<file path="config.mk">
export PLATFORM = sky130hd
export DESIGN_NAME = wb_port_arbiter
export DESIGN_NICKNAME = d
export VERILOG_FILES = /design/src/rtl/wb_port_arbiter.sv
export SDC_FILE = /design/constraint.sdc
export NUM_CORES = 1
export LEC_CHECK = 0
export BUFFER_PORTS_ARGS = -buffer_cell sky130_fd_sc_hd__buf_2
export CORE_AREA = 2 2 100 102
export DETAILED_ROUTE_END_ITERATION = 12
export DIE_AREA = 0 0 102 104
export PLACE_DENSITY = 0.78
export SLEW_MARGIN = 20
export SYNTH_ARGS = -nofsm -noshare
export SYNTH_HDL_FRONTEND = slang
export SYNTH_SLANG_ARGS = --single-unit
</file>
<file path="constraint.sdc">
create_clock -name clk_i -period 5.15 [get_ports clk_i]
set_input_delay 1.2875 -clock clk_i [delete_from_list [all_inputs] [get_ports clk_i]]
set_output_delay 1.2875 -clock clk_i [all_outputs]
set_load 0.01 [all_outputs]
</file>
<file path="src/rtl/wb_port_arbiter.sv">
// Register-file write-port arbiter: the pipeline WB stage has priority, and LLU results wait in a
// one-entry hold register. A starvation counter eventually forces the held result in ahead of the pipe.
module wb_port_arbiter #(
  parameter int STARVE_MAX = 4,
  parameter int CNT_W      = 3
) (
  input  logic        clk_i,
  input  logic        rst_n_i,
  input  logic        pipe_valid_i,
  input  logic [4:0]  pipe_rd_i,
  input  logic [31:0] pipe_dat_i,
  input  logic        llu_valid_i,
  input  logic [4:0]  llu_rd_i,
  input  logic [31:0] llu_dat_i,
  output logic        llu_ready_o,
  output logic        pipe_stall_o,
  output logic        hold_valid_o,
  output logic [4:0]  hold_rd_o,
  output logic        rf_we_o,
  output logic [4:0]  rf_waddr_o,
  output logic [31:0] rf_wdata_o
);

  // state | meaning
  // IDLE  | hold register empty, LLU may hand over a result
  // PEND  | hold full, result losing arbitration to the pipe (counted)
  // FORCE | hold full, starvation limit reached: hold wins, pipe stalls
  typedef enum logic [1:0] {
    IDLE  = 2'd0,
    PEND  = 2'd1,
    FORCE = 2'd2
  } state_t;

  localparam logic [CNT_W-1:0] CNT_MAX = CNT_W'(STARVE_MAX);

  state_t            r_state, w_state_nxt;
  logic [CNT_W-1:0]  r_cnt, w_cnt_nxt;
  logic [4:0]        r_hold_rd, w_hold_rd_nxt;
  logic [31:0]       r_hold_dat, w_hold_dat_nxt;
  logic              r_we, w_we_nxt;
  logic [4:0]        r_waddr, w_waddr_nxt;
  logic [31:0]       r_wdata, w_wdata_nxt;
  logic              w_hs;

  assign llu_ready_o  = (r_state == IDLE);
  assign hold_valid_o = (r_state != IDLE);
  assign hold_rd_o    = r_hold_rd;
  assign rf_we_o      = r_we;
  assign rf_waddr_o   = r_waddr;
  assign rf_wdata_o   = r_wdata;
  assign w_hs         = llu_valid_i & llu_ready_o;

  always_comb begin
    w_state_nxt    = r_state;
    w_cnt_nxt      = r_cnt;
    w_hold_rd_nxt  = r_hold_rd;
    w_hold_dat_nxt = r_hold_dat;
    w_we_nxt       = 1'b0;
    w_waddr_nxt    = r_waddr;
    w_wdata_nxt    = r_wdata;
    pipe_stall_o   = 1'b0;
    case (r_state)
      IDLE: begin
        if (pipe_valid_i) begin
          w_we_nxt    = (pipe_rd_i != 5'd0);
          w_waddr_nxt = pipe_rd_i;
          w_wdata_nxt = pipe_dat_i;
          // An LLU result aimed at the same rd is older than this pipe write: drop it.
          if (w_hs && (llu_rd_i != 5'd0) && (llu_rd_i != pipe_rd_i)) begin
            w_hold_rd_nxt  = llu_rd_i;
            w_hold_dat_nxt = llu_dat_i;
            w_cnt_nxt      = '0;
            w_state_nxt    = PEND;
          end
        end else if (w_hs) begin
          w_we_nxt    = (llu_rd_i != 5'd0);
          w_waddr_nxt = llu_rd_i;
          w_wdata_nxt = llu_dat_i;
        end
      end
      PEND: begin
        if (pipe_valid_i) begin
          w_we_nxt    = (pipe_rd_i != 5'd0);
          w_waddr_nxt = pipe_rd_i;
          w_wdata_nxt = pipe_dat_i;
          if (pipe_rd_i == r_hold_rd) begin
            w_cnt_nxt   = '0;
            w_state_nxt = IDLE;
          end else if ((r_cnt + CNT_W'(1)) >= CNT_MAX) begin
            w_cnt_nxt   = CNT_MAX;
            w_state_nxt = FORCE;
          end else begin
            w_cnt_nxt = r_cnt + CNT_W'(1);
          end
        end else begin
          w_we_nxt    = 1'b1;
          w_waddr_nxt = r_hold_rd;
          w_wdata_nxt = r_hold_dat;
          w_cnt_nxt   = '0;
          w_state_nxt = IDLE;
        end
      end
      FORCE: begin
        pipe_stall_o = pipe_valid_i;
        w_we_nxt     = 1'b1;
        w_waddr_nxt  = r_hold_rd;
        w_wdata_nxt  = r_hold_dat;
        w_cnt_nxt    = '0;
        w_state_nxt  = IDLE;
      end
      default: begin
        w_cnt_nxt   = '0;
        w_state_nxt = IDLE;
      end
    endcase
  end

  always_ff @(posedge clk_i or negedge rst_n_i) begin
    if (!rst_n_i) begin
      r_state    <= IDLE;
      r_cnt      <= '0;
      r_hold_rd  <= 5'd0;
      r_hold_dat <= 32'd0;
      r_we       <= 1'b0;
      r_waddr    <= 5'd0;
      r_wdata    <= 32'd0;
    end else begin
      r_state    <= w_state_nxt;
      r_cnt      <= w_cnt_nxt;
      r_hold_rd  <= w_hold_rd_nxt;
      r_hold_dat <= w_hold_dat_nxt;
      r_we       <= w_we_nxt;
      r_waddr    <= w_waddr_nxt;
      r_wdata    <= w_wdata_nxt;
    end
  end

endmodule

</file>
==> results by group, run 1 <==
Worst setup path
  • WP data required: 3.86 ns
  • Worst setup EP type: output pin
  • Reg-to-Reg Start: r_state[1]
  • Worst r2r path cells: 7
  • Startpoint Class: input pin
  • Maximum fanout along the worst path: 4
  • Crit path kind: in2out
  • R2r setup slk: 2.64 ns
  • Arrival time at the worst endpoint: approximately 1.7 ns
  • Worst R2R End: rf_waddr_o[3]

Timing
  • Worst hold slack: 0.4763 ns
  • Worst-Margin Slew: 0.7410 ns
  • Max-slew violation count: 0
  • Crit path time final: 2.989 ns
  • Highest Clock Rate: between 0.3 and 0.4 GHz
  • Setup-failing EPs final: 0
  • Setup WS post-layout: around 2.2 ns
  • Fin Setup TNS: 0 ns
  • RSZ-0062 raised after global routing: false
  • Final clock skew: 0.008707 ns
  • Final period util: 58.03%
  • Fin. Hold Viols: 0
  • Slew HR: 50.60%

Global route
  • GRT overflow: 0
  • Initial antenna violation count: 0
  • Largest net degree at the start of global routing: 81
  • GRT Util Overall: 21.01%
  • Vias in the first global route: about 3600
  • First-pass GRT wire length: 17680 microns

Power
  • Tot Pwr: 2.924 mW
  • LEAKAGE: 2.632 nW
  • Max VDD drop: 0.3494 mV
  • Pwr Density: 539.5 nW/um^2

Run status
  • Status: completed

Die
  • CORE AREA: 9549 sq um
  • Die area: ~11000 sq um
  • # IOs: 124
  • Chip width: 102 microns
  • Chip height: 104 microns
  • Initial Utilization: 47.46%
  • Row count: 36

Clocking
  • Clock-pin slew on the worst setup and hold paths: 0.08 ns
  • Post-CTS Resized: 0
  • CTS tree: done
  • Cts bufs inserted: 9
  • Count of clock tree sinks: 80
  • Clk root buf: clkbuf_8
  • Post-cts hold buffer count: 0
  • Clk buf depth: 2
  • Setup bufs post-CTS: 0
  • Worst skew pair latency: 0.35 ns
  • H-tree depth: 3

Synth
  • Synth Cell Area: 4532 sq um
  • Syn nets: ~520
  • Synth unique cells: 37
  • Synth Warn #: 0
  • Number of synthesized register bits: 80
  • Avg Synthesized Cell Area: 10.51 sq um
  • Sequential area share after synthesis: 44.17%
  • Mapped Cells: 431

Drt
  • DRC viols: 0
  • ANT nets after route: 0
  • Total wire length: approximately 11000 microns
  • Via count: 3601
  • Vias per cell: 5.327
  • Routed len/inst: 16.16 microns
  • DR iter-0 viols: 157
  • Drt pass-1 iters: 4

Placement
  • Post-DP HPWL: 7460 microns
  • Placed cell count: roughly 660
  • Dpl cell area: approximately 5200 sq um
  • Port Buf Inserts: between 100 and 150
  • Gpl congestion: ~0.77
  • Dpl ws: 1.813 ns

Layout
  • Antenna Cells: 0
  • Synthesis-to-finish area growth: 19.60%
  • Fin util: 56.76%
  • Design area: approximately 5400 sq um
  • Ratio of cells with drive above 1 in the final layout: 34.62%
  • Nets: 624
  • Non-Filler Instances: 676

Job
  • Max_cap viols: 0

Worst hold path
  • Worst Hold End: rf_wdata_o[15]
  • Worst hold path cell count: 2
  • Hold Path Origin: rf_wdata_o[15]
  • Hold Path Class: reg2reg
[layout make-up]
class	instances	area (sq um)
clock inverter	3	65.06
tap	133	166.4
multi-input combinational	312	2338
clock buffer	12	155.1
sequential	80	2002
inverter	7	26.28
fill	846	4129
timing repair buffer	129	666.9
[cells in the mapped netlist (all sizes together)]
master   number  area share [%]
and2          2            0.28
nor2         38             3.1
dfrtp        80              44
nand2b        4            0.55
o31a          1            0.19
nor3          3            0.44
or4           2            0.33
o2bb2ai       1            0.61
and3          1            0.14
xnor2         6             1.2
o22a          1            0.19
ha            7             1.9
nand2        43             3.7
a21o          2            0.33
o22ai         1            0.14
a31oi         2            0.61
a21oi        38             4.2
nand3         1            0.11
xor2          5            0.97
inv           7            0.58
o31ai         1            0.17
o211a         1            0.39
a32o          1            0.22
mux2         38              12
mux2i        36             8.0
a211oi        1            0.17
a22o         36             7.0
o21ai        40             4.4
buf           8             1.8
clkbuf       24             2.2
[how the worst max path moves through the flow]
stage	from	end	slack, ns	depth (start not counted)
3_5_place_dp	pipe_valid_i	rf_wdata_o[17]	1.81	5
4_1_cts	pipe_valid_i	pipe_stall_o	2.16	3
2_1_floorplan	pipe_valid_i	pipe_stall_o	1.74	4
3_3_place_gp	pipe_valid_i	rf_waddr_o[0]	1.89	5
6_report	pipe_valid_i	pipe_stall_o	2.16	3
5_1_grt	pipe_valid_i	rf_wdata_o[18]	2.04	5
[kinds of logic (layout without fill, tap and decap cells)]
group                    count (synthesis)  after routing  share of synthesized area [%]
flip-flops                              80             80                          44.17
AND/OR/NAND/NOR                         94             94                          8.724
AO/OA/AOI/OAI                          126            126                          18.58
multiplexers                            74             74                          19.88
XOR/XNOR                                11             11                          2.126
adder cells (fa/ha/maj)                  7              7                          1.933
buffers and inverters                   39            151                          4.583
[registers in the layout, summed over array words and instances (netlist names)]
| register | flops |
|---|---|
| hold_rd_o | 5 |
| r_hold_dat | 32 |
| rf_we_o | 1 |
| r_cnt | 3 |
| r_state | 2 |
| rf_waddr_o | 5 |
| rf_wdata_o | 32 |
[per-layer routing]
metal | global-route usage (%) | routed length [microns] | part of all wire, %
met1 | 28.55 | 4823 | 44
met2 | 33.36 | 5381 | 49
met3 | 2.352 | 431 | 3.9
met4 | 9.810 | 286 | 2.6
met5 | 0 | 0 | 0
[critical path, cell delays in order]
cell and delay, ns:
buf_2 0.13, and2_1 0.16, buf_2 0.13
[cells in the final DEF, fill, tap and decap left out, drive strengths merged, types with 2 or more instances in the layout]
cell	count
and2	2
a21oi	38
ha	7
mux2i	36
a21o	2
clkbuf	12
or4	2
buf	129
bufinv	2
mux2	38
nor3	3
inv	7
nor2	38
nand2b	4
xnor2	6
o21ai	40
dfrtp	80
nand2	43
a22o	36
xor2	5
a31oi	2
[where the power goes]
part | internal, mW | switching [mW] | leakage (nW)
Clock | 0.297 | 0.226 | 0.112
Combinational | 0.622 | 0.675 | 1.54
Sequential | 0.924 | 0.181 | 0.982
Total | 1.84 | 1.08 | 2.63
Note: power is estimated with default switching activity, not from simulation.
==> run 2: changes to the inputs <==
CORE_AREA = 2 2 101 103   (was 2 2 100 102)
DIE_AREA = 0 0 103 105   (was 0 0 102 104)
PLACE_DENSITY = 0.79   (was 0.78)
clock period = 2.45 ns   (was 5.15 ns; I/O delays follow)
==> run 2 against run 1 <==
Non-clock buffer count grew 6; routed wire length increased by 0.46%; die area grew 2.0%; sequential share of layout area shrank 0.60 points; cell count increased by 1.0%; sequential power rose by 110%; clock-buffer cell count fell by 3; register-to-register slack lost 2.3 ns; critical path depth rose by 1; clock power increased by 91%; power is 110% higher; critical endpoint is now hold_valid_o; largest power group unchanged.
==> results by group, run 2 (same netlist as run 1, synthesis figures left out) <==
Run status
  • Status: completed

Worst setup path
  • WP data required: 1.84 ns (-2.02 ns)
  • CP most frequent cell: inv_1
  • Largest stage delay on the critical path: 0.44 ns (+0.28 ns)
  • Crit-path slowest cell: dfrtp_1
  • Crit path kind: reg2out
  • Worst setup EP type: output pin
  • Maximum fanout along the worst path: 5 (+1)
  • CP Cell Sequence: inv_1 -> ha_2 -> inv_1 -> buf_2
  • Startpoint Class: register
  • Arrival time at the worst endpoint: 1.53 ns (-0.17 ns)
  • R2r setup slk: 0.32 ns (-2.32 ns)

Timing
  • Worst hold slack: 0.2173 ns (-0.2590 ns)
  • Fin Setup TNS: 0 ns (unchanged)
  • Highest Clock Rate: 0.4674 GHz
  • Final clock skew: 0.008701 ns (-0.000005720 ns)
  • RSZ-0062 raised after global routing: false
  • Crit path time final: 2.139 ns
  • Fin. Hold Viols: 0 (unchanged)
  • Worst-Margin Slew: 0.5767 ns (-0.1643 ns)
  • Max-slew violation count: 0 (unchanged)
  • Setup-failing EPs final: 0 (unchanged)
  • Final period util: 87.32%
  • Setup WS post-layout: 0.3106 ns (-1.851 ns)
  • Slew HR: 61.55% (+11 points)

Placement
  • Port Buf Inserts: 123 (unchanged)
  • Dpl cell area: 5304 sq um (+2.1%)
  • Dpl ws: -0.03861 ns (-1.852 ns)
  • Post-DP HPWL: 7925 microns (+6.2%)
  • Placed cell count: 667 (+0.91%)
  • Gpl congestion: 0.8075 (+4.2%)

Power
  • Tot Pwr: 6.097 mW (+110%)
  • Comb power frac: 45.9% (+1.6 points)
  • Max VDD drop: 0.4486 mV (+28%)
  • LEAKAGE: 2.665 nW (+1.3%)
  • Sw Share: 37.91% (+0.90 points)
  • Sequential power share: 37.8% (about the same)
  • Int Pwr: 3.786 mW (+110%)
  • Clock power share: 16.4% (-1.5 points)
  • Pwr Density: 1107 nW/um^2 (+110%)
  • Sw Pwr: 2.311 mW (+110%)

Clocking
  • Worst skew pair latency: 0.36 ns (about the same)
  • H-tree depth: 3 (unchanged)
  • Cts bufs inserted: 9 (unchanged)
  • Setup bufs post-CTS: 0 (unchanged)
  • Clock-pin slew on the worst setup and hold paths: 0.09 ns (about the same)
  • Post-CTS Resized: 0 (unchanged)
  • Clk root buf: clkbuf_8
  • Clk buf depth: 2 (unchanged)
  • Count of clock tree sinks: 80 (unchanged)
  • Post-cts hold buffer count: 0 (unchanged)
  • CTS tree: done

Layout
  • Nets: 630 (+0.96%)
  • Ratio of cells with drive above 1 in the final layout: 35.64% (+1.0 points)
  • Commonest non-fill, non-tap cell in the layout: buf_2
  • Non-Filler Instances: 683 (+1.0%)
  • Fin util: 57.15% (+0.39 points)
  • Antenna Cells: 0 (unchanged)
  • Synthesis-to-finish area growth: 21.56%
  • Design area: 5509 sq um (+1.6%)
  • Most frequent cells in the layout: buf_2, dfrtp_1, nand2_1

Global route
  • GRT Util Overall: 21.18% (+0.16 points)
  • GRT overflow: 0 (unchanged)
  • Largest net degree at the start of global routing: 75 (-7.4%)
  • Initial antenna violation count: 1 (+1)
  • Vias in the first global route: 3621 (+0.028%)
  • First-pass GRT wire length: 18080 microns (+2.3%)

Die
  • Row count: 36 (unchanged)
  • Die area: 10820 sq um (+2.0%)
  • Chip width: 103 microns (+0.98%)
  • Chip height: 105 microns (+0.96%)
  • # IOs: 124 (unchanged)
  • CORE AREA: 9639 sq um (+0.94%)
  • Initial Utilization: 47.01% (-0.44 points)

Drt
  • DRC viols: 0 (unchanged)
  • ANT nets after route: 0 (unchanged)
  • Via count: 3627 (+0.72%)
  • Total wire length: 10970 microns (+0.46%)
  • Routed len/inst: 16.06 microns (-0.57%)
  • Drt pass-1 iters: 4 (unchanged)
  • Vias per cell: 5.310 (-0.31%)
  • DR iter-0 viols: 149 (-5.1%)

Worst hold path
  • Hold Path Class: in2async

Job
  • Max_cap viols: 0 (unchanged)
==> run 2: changes by cell type in the layout (fill, tap and decap cells not counted), moves of 2 or more <==
cell      before  now
buf_12         0    5
clkinv_4       0    4
buf_4          6    8
clkbuf_8      11    9
==> run 2: final cells by class <==
| type | count | area, sq um |
|---|---|---|
| Clock buffer | 9 | 123.9 |
| Clock inverter | 7 | 81.33 |
| Fill cell | 844 | 4130 |
| Inverter | 7 | 26.28 |
| Multi-Input combinational cell | 312 | 2338 |
| Sequential cell | 80 | 2002 |
| Tap cell | 133 | 166.4 |
| Timing Repair Buffer | 135 | 770.7 |
==> run 2: path summary, 6_finish.rpt <==
check / cells after the start / to / start
setup reg to reg: 6 / hold_rd_o[2] / r_state[1]
hold / removal: 1 / rf_wdata_o[18] / rst_n_i
min in group clk_i: 2 / rf_wdata_o[5] / rf_wdata_o[5]
hold reg to reg: 2 / rf_wdata_o[5] / rf_wdata_o[5]
setup / recovery: 4 / hold_valid_o / r_state[0]
max in group asynchronous: 2 / r_hold_dat[3] / rst_n_i
==> run 2: metal layers <==
metal / vias up / wire length [microns] / track usage, %
met5: - / 10 / 0
met4: 2 / 168 / 6.861
met3: 15 / 556 / 3.880
met2: 96 / 5402 / 33.72
met1: 1743 / 4835 / 28.94
li1: 1771 / - / -
==> run 2: worst max-delay path, delay by kind of cell, from the launching register on <==
| family | cells | cell delay [ns] |
|---|---|---|
| flip-flops | 1 | 0.44 |
| buffers and inverters | 3 | 0.48 |
| adder cells (fa/ha/maj) | 1 | 0.25 |
==> run 2: power by group through the flow <==
stage	sequential [mW]	clock, mW	combinational (mW)
4_1_cts	2.30	1.03	2.82
3_5_place_dp	2.32	0	2.81
5_1_grt	2.39	1.08	3.09
3_3_place_gp	2.31	0	2.72
6_report	2.30	0.998	2.80
2_1_floorplan	2.42	0	1.80
==> run 3: changes to the inputs <==
ABC_AREA = 1   (was default)
CORE_AREA = 2 2 103 105   (was 2 2 101 103)
DIE_AREA = 0 0 105 107   (was 0 0 103 105)
==> run 3 against run 2 <==
Clock-buffer cell count up 1; combinational power fell by 8.9%; clock skew increased by 0.0044 ns.
==> results by group, run 3 <==
Run status
  • Status: completed

Clocking
  • CTS tree: done
  • Worst skew pair latency: 0.36 ns (about the same)
  • Cts bufs inserted: 9 (unchanged)
  • H-tree depth: 3 (unchanged)
  • Setup bufs post-CTS: 0 (unchanged)
  • Post-CTS Resized: 0 (unchanged)
  • Clk buf depth: 2 (unchanged)
  • Clock-pin slew on the worst setup and hold paths: 0.09 ns (about the same)
  • Post-cts hold buffer count: 0 (unchanged)
  • Count of clock tree sinks: 80 (unchanged)
  • Clk root buf: clkbuf_8

Synth
  • Synth unique cells: 27 (-27%)
  • Synth Warn #: 0 (unchanged)
  • Mapped Cells: 665 (+54%)
  • Dominant synthesized flop cell: dfrtp_1
  • Share of flip-flops with an asynchronous set or reset: 100.0% (unchanged)
  • Synth Cell Area: 4737 sq um (+4.5%)
  • Post-synth top cells: nand2_1, dfrtp_1, nand3_1
  • Top cells by area, synth: dfrtp_1, nand2_1, nand3_1
  • EDFF count, synth: 0 (unchanged)
  • Post-synth top area cell: dfrtp_1
  • Syn nets: 750 (+45%)
  • Number of synthesized register bits: 80 (unchanged)
  • Most frequent cell after synthesis: nand2_1
  • Sequential area share after synthesis: 42.26% (-1.9 points)
  • Avg Synthesized Cell Area: 7.123 sq um (-32%)
  • Area fraction of the dominant cell type after synthesis: 42.26% (-1.9 points)

Timing
  • Worst hold slack: 0.1843 ns (-0.03299 ns)
  • Fin. Hold Viols: 0 (unchanged)
  • Crit path time final: 2.132 ns (-0.007193 ns)
  • RSZ-0062 raised after global routing: false
  • Highest Clock Rate: 0.4690 GHz (+0.34%)
  • Final period util: 87.03% (-0.29 points)
  • Max-slew violation count: 0 (unchanged)
  • Setup-failing EPs final: 0 (unchanged)
  • Worst-Margin Slew: 0.7449 ns (+0.1682 ns)
  • Final clock skew: 0.01310 ns (+0.004404 ns)
  • Fin Setup TNS: 0 ns (unchanged)
  • Slew HR: 50.27% (-11 points)

Worst setup path
  • CP most frequent cell: inv_1
  • CP Cell Sequence: inv_1 -> ha_1 -> inv_1 -> buf_2
  • Arrival time at the worst endpoint: 1.52 ns (about the same)
  • Crit-path slowest cell: dfrtp_1
  • Maximum fanout along the worst path: 8 (+3)
  • WP data required: 1.84 ns (about the same)
  • Crit path kind: reg2out
  • Largest stage delay on the critical path: 0.44 ns (about the same)
  • Worst setup EP type: output pin
  • Startpoint Class: register

Die
  • Row count: 37 (+2.8%)
  • Die area: 11240 sq um (+3.9%)
  • CORE AREA: 10090 sq um (+4.7%)
  • Initial Utilization: 46.94% (-0.077 points)
  • # IOs: 124 (unchanged)
  • Chip width: 105 microns (+1.9%)
  • Chip height: 107 microns (+1.9%)

Layout
  • Ratio of cells with drive above 1 in the final layout: 20.93% (-15 points)
  • Commonest non-fill, non-tap cell in the layout: nand2_1
  • Register area: 2002 sq um (unchanged)
  • Nets: 854 (+36%)
  • Footprint of the multi-input gates: 2340 sq um (about the same)
  • Antenna Cells: 0 (unchanged)
  • Non-Filler Instances: 910 (+33%)
  • Filler cells: 1002 (+19%)
  • Design area: 5612 sq um (+1.9%)
  • Most frequent cells in the layout: nand2_1, buf_2, dfrtp_1
  • Synthesis-to-finish area growth: 18.46%

Global route
  • Met1 usage: 31.41% (+2.5 points)
  • Met3 usage: 5.289% (+1.4 points)
  • GRT Util Overall: 24.66% (+3.5 points)
  • Initial antenna violation count: 0 (-1)
  • GRT overflow: 0 (unchanged)
  • First-pass GRT wire length: 22470 microns (+24%)
  • M2 GR Usage: 42.35% (+8.6 points)
  • Largest net degree at the start of global routing: 40 (-47%)
  • Vias in the first global route: 4854 (+34%)
  • Grt peak-use layer: met2

Job
  • Max_cap viols: 0 (unchanged)

Placement
  • Post-DP HPWL: 8948 microns (+13%)
  • Placed cell count: 894 (+34%)
  • Gpl congestion: 0.8527 (+5.6%)
  • Dpl cell area: 5400 sq um (+1.8%)
  • Port Buf Inserts: 123 (unchanged)

Power
  • LEAKAGE: 3.023 nW (+13%)
  • Sw Share: 41.66% (+3.8 points)
  • Sw Pwr: 2.505 mW (+8.4%)
  • Pwr Density: 1072 nW/um^2 (-3.2%)
  • Int Pwr: 3.508 mW (-7.3%)
  • Max VDD drop: 0.4254 mV (-5.2%)
  • Sequential power share: 39.8% (+2.0 points)
  • Clock power share: 17.8% (+1.4 points)
  • Comb power frac: 42.4% (-3.5 points)

Drt
  • Via count: 4910 (+35%)
  • Vias per cell: 5.396 (+1.6%)
  • ANT nets after route: 0 (unchanged)
  • Drt pass-1 iters: 4 (unchanged)
  • Routed len/inst: 14.63 microns (-8.9%)
  • DRC viols: 0 (unchanged)
  • Total wire length: 13320 microns (+21%)
  • DR iter-0 viols: 339 (+130%)

Worst hold path
  • Hold Path Class: in2async
## run 3: path summary, 6_finish.rpt
check	endpoint	cells after the start	from	slack, ns
min in group clk_i	rf_wdata_o[3]	2	rf_wdata_o[3]	0.48
setup reg to reg	rf_wdata_o[3]	7	r_state[0]	0.43
hold / removal	rf_wdata_o[12]	1	rst_n_i	0.18
max in group asynchronous	r_hold_dat[5]	2	rst_n_i	1.60
setup / recovery	hold_valid_o	4	r_state[0]	0.32
hold reg to reg	rf_wdata_o[3]	2	rf_wdata_o[3]	0.48
## run 3: layer usage
metal,part of all wire (%),wire (microns)
met3,7.1,952
met5,0,0
met2,49,6485
met4,0.86,114
met1,43,5763
## run 3: logic make-up after synthesis
group	count (synthesis)	synth area share, %
AOI/OAI and AO/OA	137	17.25
xor gates and xnor gates	2	0.3699
adders and majority gates	7	1.849
buffers and inverters	86	8.346
DFF	80	42.26
and+or+nand+nor	353	29.93
## run 3: worst max-delay path, delay by kind of cell (launching register included)
kind | cells | cell delay [ns]
flops | 1 | 0.44
buf+inv | 3 | 0.41
fa+ha+maj | 1 | 0.31
## run 3: layout make-up
type / count / area share (%)
clock buffer: 10 / 2.274
clock inverter: 6 / 1.494
inverter: 40 / 2.676
multi-input combinational: 499 / 41.69
sequential: 80 / 35.67
tap: 136 / 3.032
timing repair buffer: 139 / 13.15
## run 3: per-stage QoR
stage	utilization, %	setup WS, ns	power (mW)
after floorplan	-	0.5284	4.063
after global placement	53.51	0.4852	4.850
after detailed placement	53.51	0.4339	4.967
after CTS	55.60	0.2914	6.061
after global routing	55.60	0.2048	6.538
final	55.60	0.3177	6.013
## run 3: power by group through the flow
| stage | combinational, mW | clock [mW] | sequential (mW) |
|---|---|---|---|
| 2_1_floorplan | 1.56 | 0 | 2.51 |
| 3_3_place_gp | 2.48 | 0 | 2.37 |
| 3_5_place_dp | 2.56 | 0 | 2.40 |
| 4_1_cts | 2.57 | 1.10 | 2.39 |
| 5_1_grt | 2.91 | 1.15 | 2.48 |
| 6_report | 2.55 | 1.07 | 2.39 |
